`src/rtl/conv_row_scheduler.sv`:
```
// conv_row_scheduler: sequences one 1-D convolution row pass. It slides a
// K-tap filter across an L-entry IFMap row at stride S, drives scratchpad
// read addresses and MAC controls per tap, and writes each finished partial
// sum to the Psum buffer, stalling while the buffer reports full.
module conv_row_scheduler #(
    parameter int IFMAP_POINTER_SIZE   = 4,
    parameter int FILTER_POINTER_SIZE  = 4,
    parameter int FILTER_SIZE_REG_SIZE = 2,
    parameter int STRIDE_SIZE          = 3,
    parameter int PSUM_POINTER_SIZE    = 4
) (
    input  logic                            clk,
    input  logic                            rst,
    input  logic                            chip_en,
    input  logic                            start,
    input  logic [STRIDE_SIZE-1:0]          stride,
    input  logic [FILTER_SIZE_REG_SIZE-1:0] filter_size,
    input  logic [IFMAP_POINTER_SIZE:0]     row_len,
    input  logic                            psum_full,
    output logic [IFMAP_POINTER_SIZE-1:0]   ifmap_raddr,
    output logic [FILTER_POINTER_SIZE-1:0]  filter_raddr,
    output logic                            mac_en,
    output logic                            acc_clr,
    output logic                            psum_wen,
    output logic [PSUM_POINTER_SIZE-1:0]    psum_waddr,
    output logic                            busy,
    output logic                            done,
    output logic [1:0]                      state_dbg
);

    typedef enum logic [1:0] {
        IDLE  = 2'd0,
        MAC   = 2'd1,
        WRITE = 2'd2,
        DONE  = 2'd3
    } state_t;

    // Wide enough that base + stride + taps can never wrap.
    localparam int FIT_W = IFMAP_POINTER_SIZE + STRIDE_SIZE + 1;
    localparam int LEN_W = IFMAP_POINTER_SIZE + 1;

    state_t                          state_q, state_d;
    logic [IFMAP_POINTER_SIZE-1:0]   base_q, base_d;
    logic [FILTER_SIZE_REG_SIZE-1:0] tap_q, tap_d;
    logic [PSUM_POINTER_SIZE-1:0]    out_q, out_d;

    // Pass configuration captured when start is accepted.
    logic [FILTER_SIZE_REG_SIZE-1:0] k_q;
    logic [STRIDE_SIZE-1:0]          s_q;
    logic [LEN_W-1:0]                l_q;

    logic                            accept;
    logic                            no_work;
    logic [STRIDE_SIZE-1:0]          stride_eff;
    logic                            last_tap;
    logic [FIT_W-1:0]                fit_sum;
    logic                            window_fits;

    assign accept      = (state_q == IDLE) && start;
    // N is zero when there are no taps or the row is shorter than the filter.
    assign no_work     = (filter_size == '0) || (row_len < LEN_W'(filter_size));
    assign stride_eff  = (stride == '0) ? STRIDE_SIZE'(1) : stride;
    assign last_tap    = (tap_q == (k_q - FILTER_SIZE_REG_SIZE'(1)));
    // Next window [base+S, base+S+K-1] fits when base+S+K <= L.
    assign fit_sum     = FIT_W'(base_q) + FIT_W'(s_q) + FIT_W'(k_q);
    assign window_fits = (fit_sum <= FIT_W'(l_q));

    // State and counter registers; chip_en low freezes everything.
    always_ff @(posedge clk) begin
        if (rst) begin
            state_q <= IDLE;
            base_q  <= '0;
            tap_q   <= '0;
            out_q   <= '0;
        end else if (chip_en) begin
            state_q <= state_d;
            base_q  <= base_d;
            tap_q   <= tap_d;
            out_q   <= out_d;
        end
    end

    // Configuration latch: inputs only matter on the accepting edge.
    always_ff @(posedge clk) begin
        if (rst) begin
            k_q <= '0;
            s_q <= '0;
            l_q <= '0;
        end else if (chip_en && accept) begin
            k_q <= filter_size;
            s_q <= stride_eff;
            l_q <= row_len;
        end
    end

    // Next-state and counter updates for the row walk.
    // Psum handshake: psum_wen is the valid, !psum_full the ready; a partial
    // sum is transferred (and out_idx advances) only in a WRITE cycle where
    // psum_full is low, otherwise WRITE holds with psum_wen low.
    always_comb begin
        state_d = state_q;
        base_d  = base_q;
        tap_d   = tap_q;
        out_d   = out_q;
        unique case (state_q)
            IDLE: begin
                if (start) begin
                    base_d  = '0;
                    tap_d   = '0;
                    out_d   = '0;
                    state_d = no_work ? DONE : MAC;
                end
            end
            MAC: begin
                if (last_tap) begin
                    state_d = WRITE;
                end else begin
                    tap_d = tap_q + FILTER_SIZE_REG_SIZE'(1);
                end
            end
            WRITE: begin
                if (!psum_full) begin
                    out_d = out_q + PSUM_POINTER_SIZE'(1);
                    if (window_fits) begin
                        base_d  = base_q + IFMAP_POINTER_SIZE'(s_q);
                        tap_d   = '0;
                        state_d = MAC;
                    end else begin
                        state_d = DONE;
                    end
                end
            end
            DONE: begin
                state_d = IDLE;
            end
            default: begin
                state_d = IDLE;
            end
        endcase
    end

    // Moore output decode; strobes are masked while chip_en is low.
    always_comb begin
        ifmap_raddr  = base_q + IFMAP_POINTER_SIZE'(tap_q);
        filter_raddr = FILTER_POINTER_SIZE'(tap_q);
        mac_en       = chip_en && (state_q == MAC);
        acc_clr      = (state_q == MAC) && (tap_q == '0);
        psum_wen     = chip_en && (state_q == WRITE) && !psum_full;
        psum_waddr   = out_q;
        busy         = (state_q != IDLE);
        done         = chip_en && (state_q == DONE);
        state_dbg    = state_q;
    end

endmodule

```
`config.mk`:
```
export PLATFORM = sky130hd
export DESIGN_NAME = conv_row_scheduler
export DESIGN_NICKNAME = d
export VERILOG_FILES = /design/src/rtl/conv_row_scheduler.sv
export SDC_FILE = /design/constraint.sdc
export NUM_CORES = 1
export LEC_CHECK = 0
export BUFFER_PORTS_ARGS = -buffer_cell sky130_fd_sc_hd__clkbuf_2
export CORE_MARGIN = 4
export CORE_UTILIZATION = 53
export DETAILED_ROUTE_END_ITERATION = 10
export GPL_TIMING_DRIVEN = 0
export MAX_ROUTING_LAYER = met4
export PLACE_DENSITY = 0.78
export SYNTH_ARGS = -nofsm -noshare
export SYNTH_HDL_FRONTEND = slang
export SYNTH_SLANG_ARGS = --single-unit
```
`constraint.sdc`:
```
create_clock -name clk -period 3.5 [get_ports clk]
set_input_delay 0.525 -clock clk [delete_from_list [all_inputs] [get_ports clk]]
set_output_delay 0.525 -clock clk [all_outputs]
set_load 0.05 [all_outputs]
```
==> results.tsv, run 1 <==
stage	metric	value	unit
detailed_routing	post_drt_wl_per_cell	14.4	um
sta	worstMarginPinSlew	563	ps
clock_tree	insertion_delay	310	ps
power_and_ir_drop	total_power	0.000653	W
sta	report.final.hold_viol_count	0	
detailed_routing	drc	0	
clock_tree	cts_tree	yes	
layout	drive_gt1_share	21.4	%
global_routing	grt_use_total	21.8	%
logic_synthesis	avgSynthCellArea	8.29	um2
detailed_routing	dr.pass1.iters	4	
global_routing	grt_pass1_vias	1384	
clock_tree	clock-sinks	22	
logic_synthesis	synth-edff-count	0	
sta	skew	0.912	ps
layout	num_antenna_cells	0	
logic_synthesis	synth_seq_cells	22	
outcome	status	finished, final reports clean	
clock_tree	hold_buffers	0	
sta	maxSlewViolCount	0	
sta	timing.final.ws_setup	178	ps
layout	mostFrequentLayoutCells	clkbuf_2 (31), nand2_1 (24), dfxtp_1 (20)	
sta	finalCriticalPeriod	3320	ps
critical_path	cp-start-kind	register	
floorplan	io_pins	34	
sta	period_share	94.9	%
layout	area_growth	18.3	%
floorplan	initial_core_util	55.2	%
critical_path	cp_max_fo	5	
global_routing	gr-total-overflow	0	
clock_tree	cts_made_buffers	3	
floorplan	die-area	3760	um2
placed_design	hpwlAfterDp	2850	um
layout	final_nets	257	
layout	fin_cells	251	
hold_path	min_path_type	in2reg	
global_routing	grt_pass1_wl	6000	um
placed_design	numPortBuffers	31	
detailed_routing	ant_nets	0	
detailed_routing	drt-vias-per-instance	5.55	
logic_synthesis	synthCells	182	
critical_path	cp_data_required_time	3740	ps
clock_tree	clk_pin_slew	130	ps
floorplan	coreArea	2730	um2
placed_design	dp.cells	245	
logic_synthesis	synth_cell_type_count	42	
global_routing	antenna_found_initial	0	
power_and_ir_drop	cellPowerDensity	366	nW/um2
critical_path	arrival	3560	ps
detailed_routing	drtIter0Drc	36	
floorplan	fp-row-count	19	
detailed_routing	drt_wl_total	3610	um
layout	final_common_cell	clkbuf_2	
logic_synthesis	synthArstFlopShare	0	%
critical_path	endpoint_kind	register	
sta	setup_viol_count_final	0	
logic_synthesis	synth_flop_cell	dfxtp_1	
clock_tree	ctsRootBufferMaster	clkbuf_4	
power_and_ir_drop	peakVddDrop	0.243	mV
logic_synthesis	syn_area	1510	um2
layout	fillers	247	
placed_design	dp_slack	70.6	ps
floorplan	die_y	61.4	um
logic_synthesis	ys_seq_area_share	29.2	%
critical_path	crit_type	reg2reg	
sta	setup_tns	0	ps
sta	fmax	0.301	GHz
global_routing	grt_start_max_net_pins	14	
sta	relSlewSlack	62.4	%
clock_tree	cts_buffer_depth	2	
clock_tree	htree_num_levels	1	
run	drv_cap	0	
detailed_routing	vias	1392	
placed_design	gp_congestion	0.833	
floorplan	die_x	61.4	um
logic_synthesis	yosysWarnings	0	
power_and_ir_drop	leakagePower	0.879	nW
-- final cells by class --
type / instances / area (um2) / area share, %
clock inverters: 1 / 30.0 / 1.68
clock buffers: 3 / 22.5 / 1.26
flip-flops and latches: 22 / 445 / 24.9
repair buffers: 33 / 170 / 9.53
well taps: 31 / 38.8 / 2.17
plain buffers: 8 / 45.0 / 2.52
inverters: 17 / 63.8 / 3.57
multi-input cells: 136 / 970 / 54.3
-- report_power, final --
group,leakage [nW],internal (W),switching [W]
Clock,0.0279,0.000116,0.0000849
Combinational,0.671,0.0000614,0.000120
Sequential,0.180,0.000261,0.0000101
Total,0.879,0.000438,0.000215
-- cells in the mapped netlist (2+ instances only) --
cell,n,area share [%]
a211oi_1,2,0.99
a21o_1,6,3.0
a21oi_1,18,6.0
a311o_1,2,1.3
and2_1,2,0.83
buf_4,2,0.99
clkbuf_1,5,1.2
dfxtp_1,22,29
fa_1,5,6.6
ha_1,16,13
inv_1,17,4.2
nand2_1,24,6.0
nand3_1,3,0.99
nand4_1,4,1.7
nor2_1,8,2.0
nor2b_1,6,2.5
nor3_1,4,1.3
o21ai_0,6,2.0
or2_2,2,0.83
xnor2_1,2,1.2
xor2_1,5,2.9
-- per-layer routing --
| layer | routed length, um | up-vias | global-route usage, % |
|---|---|---|---|
| met4 | 73 | 0 | 7.27 |
| met3 | 211 | 10 | 3.77 |
| met1 | 1520 | 634 | 26.4 |
| met2 | 1810 | 51 | 36.6 |
| met5 | 0 | - | - |
| li1 | - | 697 | - |
-- final timing paths --
kind | from | end | slack (ps) | depth (start not counted)
worst max register to register | base_q[1] | base_q[3] | 180 | 12
worst min register to register | l_q[4] | l_q[4] | 460 | 2
worst max-delay path | base_q[1] | base_q[3] | 180 | 12
worst min-delay path | stride[2] | s_q[2] | 420 | 3
-- critical path, stage by stage, from the launching register on --
cell and delay [ps]:
dfxtp_4 400, inv_1 80, fa_1 550, inv_1 50, ha_1 210, fa_1 380
xor2_1 150, ha_1 290, nand3_1 110, o21bai_1 160, a31oi_2 160, or4_1 480
a211oi_1 220
-- stage by stage --
step / util [%] / hold WS [ps] / cell area [um2]
floorplan: - / 436 / 1510
global placement: 62.4 / 446 / 1710
detailed placement: 62.4 / 446 / 1710
CTS: 64.3 / 416 / 1760
global route: 65.3 / 414 / 1790
finish: 65.3 / 424 / 1790
-- registers in the layout (all words and copies together), names as in the netlist --
name        flops
l_q             5
base_q          4
psum_waddr      4
s_q             3
k_q             2
state_dbg       2
tap_q           2
-- logic make-up (layout without fill, tap and decap cells) --
| logic type | after synthesis | after routing | share of synthesized area [%] |
|---|---|---|---|
| flip-flops | 22 | 22 | 29.2 |
| other | 1 | 2 | 0.249 |
| AO/OA/AOI/OAI | 45 | 45 | 18.9 |
| XOR/XNOR | 7 | 7 | 4.06 |
| adder cells (fa/ha/maj) | 21 | 21 | 19.9 |
| AND/OR/NAND/NOR | 60 | 60 | 19.8 |
| multiplexers | 1 | 1 | 0.663 |
| buffers and inverters | 25 | 62 | 7.21 |
-- repair_timing --
action                                  in CTS  in global routing
endpoints found under the setup margin       0                  2
setup buffers                                0                  2
gates resized for setup                      0                  4
(Power assumes the default switching activity.)
==> run 2: changes to the inputs <==
--- a/config.mk
+++ b/config.mk
@@ -7,11 +7,12 @@
 export LEC_CHECK = 0
 export BUFFER_PORTS_ARGS = -buffer_cell sky130_fd_sc_hd__clkbuf_2
 export CORE_MARGIN = 4
-export CORE_UTILIZATION = 53
+export CORE_UTILIZATION = 56
+export CTS_BUF_LIST = sky130_fd_sc_hd__clkbuf_4
 export DETAILED_ROUTE_END_ITERATION = 10
 export GPL_TIMING_DRIVEN = 0
 export MAX_ROUTING_LAYER = met4
-export PLACE_DENSITY = 0.78
+export PLACE_DENSITY = 0.82
 export SYNTH_ARGS = -nofsm -noshare
 export SYNTH_HDL_FRONTEND = slang
 export SYNTH_SLANG_ARGS = --single-unit
==> results.tsv, run 2 (synthesis results as in run 1) <==
stage	metric	value	unit	change
sta	report.final.hold_viol_count	0		unchanged
global_routing	grt_start_max_net_pins	13		was 14
power_and_ir_drop	peakVddDrop	0.247	mV	was 0.243 mV
placed_design	numPortBuffers	31		unchanged
power_and_ir_drop	cellPowerDensity	327	nW/um2	was 366 nW/um2
clock_tree	clk_pin_slew	130	ps	about the same
detailed_routing	vias	1417		was 1,392
floorplan	initial_core_util	59.8	%	was 55.2%
detailed_routing	drt-vias-per-instance	5.67		was 5.55
layout	top_register	l_q		unchanged
detailed_routing	drtIter0Drc	35		was 36
detailed_routing	post_drt_wl_per_cell	14.3	um	was 14.4 um
critical_path	cp-start-kind	register		unchanged
clock_tree	cts_made_buffers	3		unchanged
sta	finalCriticalPeriod	3400	ps	was 3320 ps
layout	final_common_cell	clkbuf_2		unchanged
clock_tree	cts_buffer_depth	2		unchanged
detailed_routing	drc	0		unchanged
placed_design	gp_congestion	0.840		was 0.833
placed_design	dp_slack	3.65	ps	was 70.6 ps
detailed_routing	dr.pass1.iters	4		unchanged
detailed_routing	ant_nets	0		unchanged
sta	skew	2.77	ps	was 0.912 ps
sta	relSlewSlack	59.9	%	was 62.4%
critical_path	cp_data_required_time	3740	ps	about the same
critical_path	arrival	3640	ps	was 3560 ps
sta	maxSlewViolCount	0		unchanged
floorplan	io_pins	34		unchanged
detailed_routing	drt_wl_total	3570	um	was 3610 um
layout	mostFrequentLayoutCells	clkbuf_2 (31), nand2_1 (24), dfxtp_1 (21)		was clkbuf_2 (31), nand2_1 (24), dfxtp_1 (20)
global_routing	grt_pass1_wl	6000	um	unchanged
run	drv_cap	0		unchanged
sta	period_share	97.1	%	was 94.9%
clock_tree	clock-sinks	22		unchanged
critical_path	crit_type	reg2reg		unchanged
hold_path	min_path_type	in2reg		unchanged
floorplan	die-area	3590	um2	was 3760 um2
floorplan	die_y	59.9	um	was 61.4 um
sta	timing.final.ws_setup	100	ps	was 178 ps
clock_tree	htree_num_levels	1		unchanged
layout	area_growth	16.7	%	was 18.3%
placed_design	hpwlAfterDp	2790	um	was 2850 um
critical_path	endpoint_kind	register		unchanged
sta	setup_viol_count_final	0		unchanged
power_and_ir_drop	total_power	0.000576	W	was 0.000653 W
sta	fmax	0.294	GHz	was 0.301 GHz
sta	worstMarginPinSlew	600	ps	was 563 ps
clock_tree	cts_tree	yes		unchanged
floorplan	fp-row-count	18		was 19
critical_path	cp_max_fo	5		unchanged
global_routing	antenna_found_initial	0		unchanged
outcome	status	finished, final reports clean		unchanged
layout	final_nets	257		unchanged
global_routing	grt_use_total	22.2	%	was 21.8%
global_routing	gr-total-overflow	0		unchanged
floorplan	die_x	59.9	um	was 61.4 um
layout	num_antenna_cells	0		unchanged
global_routing	grt_pass1_vias	1422		was 1,384
layout	drive_gt1_share	20.9	%	was 21.4%
clock_tree	insertion_delay	320	ps	was 310 ps
power_and_ir_drop	leakagePower	0.867	nW	was 0.879 nW
floorplan	coreArea	2520	um2	was 2730 um2
layout	largest_register_ffs	5		unchanged
clock_tree	ctsRootBufferMaster	clkbuf_4		unchanged
[run 2: layout make-up]
cell class | count | area, um2
multi-input combinational | 136 | 975
fill | 224 | 761
sequential | 22 | 444
timing repair buffer | 33 | 170
inverter | 17 | 63.8
buffer | 8 | 45.0
tap | 30 | 37.5
clock buffer | 3 | 22.5
clock inverter | 1 | 3.75
[run 2: worst max-delay path, cell delays in order, from the launching register on]
cell	delay, ps
dfxtp_4	400
inv_1	90
fa_1	550
inv_1	50
ha_1	220
fa_1	380
xor2_1	160
ha_1	280
nand3_1	100
o21bai_1	170
a31oi_2	160
or4_1	510
a211oi_2	260
[run 2: report_power, final]
group / switching, W / internal [W] / total (W)
Sequential: 0.00000954 / 0.000261 / 0.000270
Clock: 0.0000827 / 0.0000418 / 0.000125
Combinational: 0.000120 / 0.0000615 / 0.000182
Total: 0.000212 / 0.000364 / 0.000576
[run 2: path summary, 6_finish.rpt]
check | from | end | slack (ps) | depth (start not counted)
setup / recovery | base_q[1] | base_q[3] | 100 | 12
setup reg to reg | base_q[1] | base_q[3] | 100 | 12
hold reg to reg | l_q[3] | l_q[3] | 470 | 2
hold / removal | filter_size[0] | k_q[0] | 430 | 3
[run 2: metrics by stage]
| step | hold WS, ps | cell area (um2) | setup TNS [ps] | cells | utilization, % |
|---|---|---|---|---|---|
| 6_report | 425 | 1760 | 0 | 250 | 69.8 |
| 3_5_place_dp | 452 | 1710 | 0 | 244 | 67.6 |
| 5_1_grt | 430 | 1760 | -32.7 | 250 | 69.8 |
| 3_3_place_gp | 447 | 1710 | 0 | 244 | 67.6 |
| 4_1_cts | 425 | 1730 | 0 | 248 | 68.7 |
| 2_1_floorplan | 436 | 1510 | 0 | 183 | - |
[run 2: metal layers]
metal | routed length, um | track usage, % | up-vias
met1 | 1430 | 26.9 | 650
met2 | 1800 | 37.2 | 58
met4 | 97 | 7.59 | 0
li1 | - | - | 697
met5 | 0 | - | -
met3 | 245 | 3.46 | 12
[run 2: repair_timing]
item	4_1_cts	5_1_grt
gates resized for setup	1	3
hold buffers	0	0
pin swaps	0	1
setup buffers	0	2
endpoints found under the setup margin	1	1
endpoints found under the hold margin	0	0
==> run 3: changes to the inputs <==
--- a/config.mk
+++ b/config.mk
@@ -7,12 +7,12 @@
 export LEC_CHECK = 0
 export BUFFER_PORTS_ARGS = -buffer_cell sky130_fd_sc_hd__clkbuf_2
 export CORE_MARGIN = 4
-export CORE_UTILIZATION = 56
+export CORE_UTILIZATION = 60
 export CTS_BUF_LIST = sky130_fd_sc_hd__clkbuf_4
 export DETAILED_ROUTE_END_ITERATION = 10
 export GPL_TIMING_DRIVEN = 0
 export MAX_ROUTING_LAYER = met4
-export PLACE_DENSITY = 0.82
+export PLACE_DENSITY = 0.87
 export SYNTH_ARGS = -nofsm -noshare
 export SYNTH_HDL_FRONTEND = slang
 export SYNTH_SLANG_ARGS = --single-unit
==> constraint.sdc (replaced) <==
create_clock -name clk -period 4.03 [get_ports clk]
set_input_delay 0.6045 -clock clk [delete_from_list [all_inputs] [get_ports clk]]
set_output_delay 0.6045 -clock clk [all_outputs]
set_load 0.05 [all_outputs]
==> results.tsv, run 3 (synthesis results as in run 1) <==
stage	metric	value	unit	change
critical_path	reg2reg_from	base_q[1]		unchanged
critical_path	crit_type	reg2reg		unchanged
global_routing	top_usage_layer	met2		unchanged
layout	fin_area	1760	um2	about the same
clock_tree	htree_num_levels	1		unchanged
detailed_routing	drc	0		unchanged
critical_path	r2r_slack	580	ps	was 100 ps
placed_design	gp_congestion	0.837		was 0.840
critical_path	cp_max_fo	5		unchanged
power_and_ir_drop	peakVddDrop	0.293	mV	was 0.247 mV
sta	timing.final.ws_setup	576	ps	was 100 ps
placed_design	dp_slack	585	ps	was 3.65 ps
floorplan	die_y	58.2	um	was 59.9 um
critical_path	max_stage_delay	550	ps	about the same
critical_path	critPathSlowestCell	fa_1		unchanged
critical_path	worstPathCellList	inv_1 > fa_1 > inv_1 > ha_1 > fa_1 > xor2_1 > ha_1 > nand3_1 > o21bai_1 > a31oi_1 > or4_1 > a211oi_1		was inv_1 > fa_1 > inv_1 > ha_1 > fa_1 > xor2_1 > ha_1 > nand3_1 > o21bai_1 > a31oi_2 > or4_1 > a211oi_2
critical_path	r2r_end	base_q[3]		unchanged
clock_tree	cts_buffer_depth	2		unchanged
floorplan	io_pins	34		unchanged
layout	largest_register_ffs	5		unchanged
power_and_ir_drop	seq_power_share	42.2	%	was 46.9%
power_and_ir_drop	leakagePower	0.866	nW	was 0.867 nW
global_routing	gr-total-overflow	0		unchanged
floorplan	fp-row-count	17		was 18
clock_tree	cts_tree	yes		unchanged
detailed_routing	drt_wl_total	3620	um	was 3570 um
hold_path	worstHoldStart	l_q[3]		was filter_size[0]
clock_tree	clk_pin_slew	120	ps	was 130 ps
sta	maxSlewViolCount	0		unchanged
global_routing	grt.met1_usage	28.5	%	was 26.9%
sta	setup_viol_count_final	0		unchanged
global_routing	grt_start_max_net_pins	14		was 13
detailed_routing	drt-vias-per-instance	5.87		was 5.67
global_routing	met3_usage	3.12	%	was 3.46%
global_routing	grt_use_total	24.4	%	was 22.2%
layout	final_nets	255		was 257
power_and_ir_drop	switching_share	32.4	%	was 36.9%
outcome	status	finished, final reports clean		unchanged
layout	drive_gt1_share	19.3	%	was 20.9%
critical_path	cp_top_family	adder cells		unchanged
clock_tree	post_cts_buffers	0		unchanged
floorplan	die-area	3380	um2	was 3590 um2
sta	worstMarginPinSlew	520	ps	was 600 ps
sta	finalCriticalPeriod	3450	ps	was 3400 ps
critical_path	endpoint_kind	register		unchanged
critical_path	timing.critical_path.buf_inv	2		unchanged
layout	num_antenna_cells	0		unchanged
power_and_ir_drop	p_sw	0.000181	W	was 0.000212 W
sta	setup_tns	0	ps	unchanged
sta	relSlewSlack	65.3	%	was 59.9%
floorplan	die_x	58.2	um	was 59.9 um
global_routing	grt_pass1_vias	1424		was 1,422
power_and_ir_drop	combPwrFrac	27.6	%	was 31.5%
critical_path	cp-start-kind	register		unchanged
power_and_ir_drop	total_power	0.000561	W	was 0.000576 W
critical_path	arrival	3690	ps	was 3640 ps
hold_path	whs_path_depth	2		was 3
power_and_ir_drop	internal-power	0.000379	W	was 0.000364 W
clock_tree	cts_made_buffers	3		unchanged
critical_path	worstRegToRegCells	12		unchanged
global_routing	grt_pass1_wl	6170	um	was 6000 um
sta	holdWs	468	ps	was 425 ps
detailed_routing	vias	1444		was 1,417
layout	top_register	l_q		unchanged
floorplan	initial_core_util	65.7	%	was 59.8%
placed_design	dpl_cell_area	1700	um2	was 1710 um2
clock_tree	clock-sinks	22		unchanged
layout	area_growth	16.3	%	was 16.7%
run	drv_cap	0		unchanged
sta	grt_setup_unrepaired	false		
layout	mostFrequentLayoutCells	clkbuf_2 (31), nand2_1 (24), dfxtp_1 (22)		was clkbuf_2 (31), nand2_1 (24), dfxtp_1 (21)
detailed_routing	dr.pass1.iters	4		unchanged
critical_path	cp_data_required_time	4260	ps	was 3740 ps
global_routing	grt.met2_usage	41.0	%	was 37.2%
detailed_routing	ant_nets	0		unchanged
placed_design	hpwlAfterDp	2870	um	was 2790 um
hold_path	min_path_type	reg2reg		was in2reg
global_routing	antenna_found_initial	0		unchanged
sta	skew	1.68	ps	was 2.77 ps
clock_tree	postCtsResizedCells	0		was 1
floorplan	coreArea	2300	um2	was 2520 um2
power_and_ir_drop	cellPowerDensity	319	nW/um2	was 327 nW/um2
clock_tree	hold_buffers	0		unchanged
sta	fmax	0.290	GHz	was 0.294 GHz
sta	period_share	85.7	%	was 97.1%
hold_path	min_to	l_q[3]		was k_q[0]
detailed_routing	post_drt_wl_per_cell	14.7	um	was 14.3 um
power_and_ir_drop	pwr-share-clk	30.3	%	was 21.6%
sta	report.final.hold_viol_count	0		unchanged
clock_tree	insertion_delay	310	ps	was 320 ps
detailed_routing	drtIter0Drc	44		was 35
placed_design	numPortBuffers	31		unchanged
layout	final_common_cell	clkbuf_2		unchanged
clock_tree	ctsRootBufferMaster	clkbuf_4		unchanged
[run 3: cell count changes in the layout (fill, tap and decap cells not counted)]
cell       previous run  this run
dfxtp_4               1         0
a211oi_1              1         2
a31oi_1               0         1
clkinv_1              1         0
bufinv_16             0         1
dfxtp_1              21        22
a31oi_2               1         0
buf_4                 4         2
a211oi_2              1         0
[run 3: per-stage QoR]
stage,cells,utilization [%]
4_1_cts,246,76.4
3_3_place_gp,242,74.1
5_1_grt,246,76.4
6_report,246,76.4
3_5_place_dp,242,74.1
2_1_floorplan,183,-
[run 3: worst max path at each step]
stage | to | depth (start not counted) | slack (ps) | from
2_1_floorplan | base_q[3] | 12 | 850 | base_q[1]
3_3_place_gp | base_q[3] | 12 | 700 | base_q[1]
3_5_place_dp | base_q[3] | 12 | 580 | base_q[1]
4_1_cts | base_q[3] | 12 | 570 | base_q[1]
5_1_grt | base_q[3] | 12 | 330 | base_q[1]
6_report | base_q[3] | 12 | 580 | base_q[1]
[run 3: worst reg2reg max path, cell delays in order, from the launching register on]
cell,delay [ps]
dfxtp_1,450
inv_1,130
fa_1,550
inv_1,50
ha_1,210
fa_1,380
xor2_1,160
ha_1,290
nand3_1,100
o21bai_1,140
a31oi_1,190
or4_1,500
a211oi_1,230
[run 3: power groups by stage]
stage          combinational [W]  sequential (W)  clock [W]
5_1_grt                 0.000169        0.000238   0.000182
4_1_cts                 0.000153        0.000236   0.000172
3_5_place_dp            0.000152        0.000241          0
6_report                0.000155        0.000236   0.000170
2_1_floorplan           0.000103        0.000250          0
3_3_place_gp            0.000146        0.000240          0
[run 3: final cells by class]
class,instances,area [um2]
Tap cell,28,35.0
Timing Repair Buffer,31,155
Inverter,17,63.8
Buffer,8,45.0
Clock inverter,1,30.0
Fill cell,158,542
Sequential cell,22,440
Multi-Input combinational cell,136,963
Clock buffer,3,22.5
[run 3: layer usage]
metal / vias up / wire length (um) / share of wire, %
met4: 0 / 102 / 2.8
met5: - / 0 / 0
li1: 702 / - / -
met1: 682 / 1450 / 40
met3: 10 / 236 / 6.5
met2: 50 / 1830 / 51
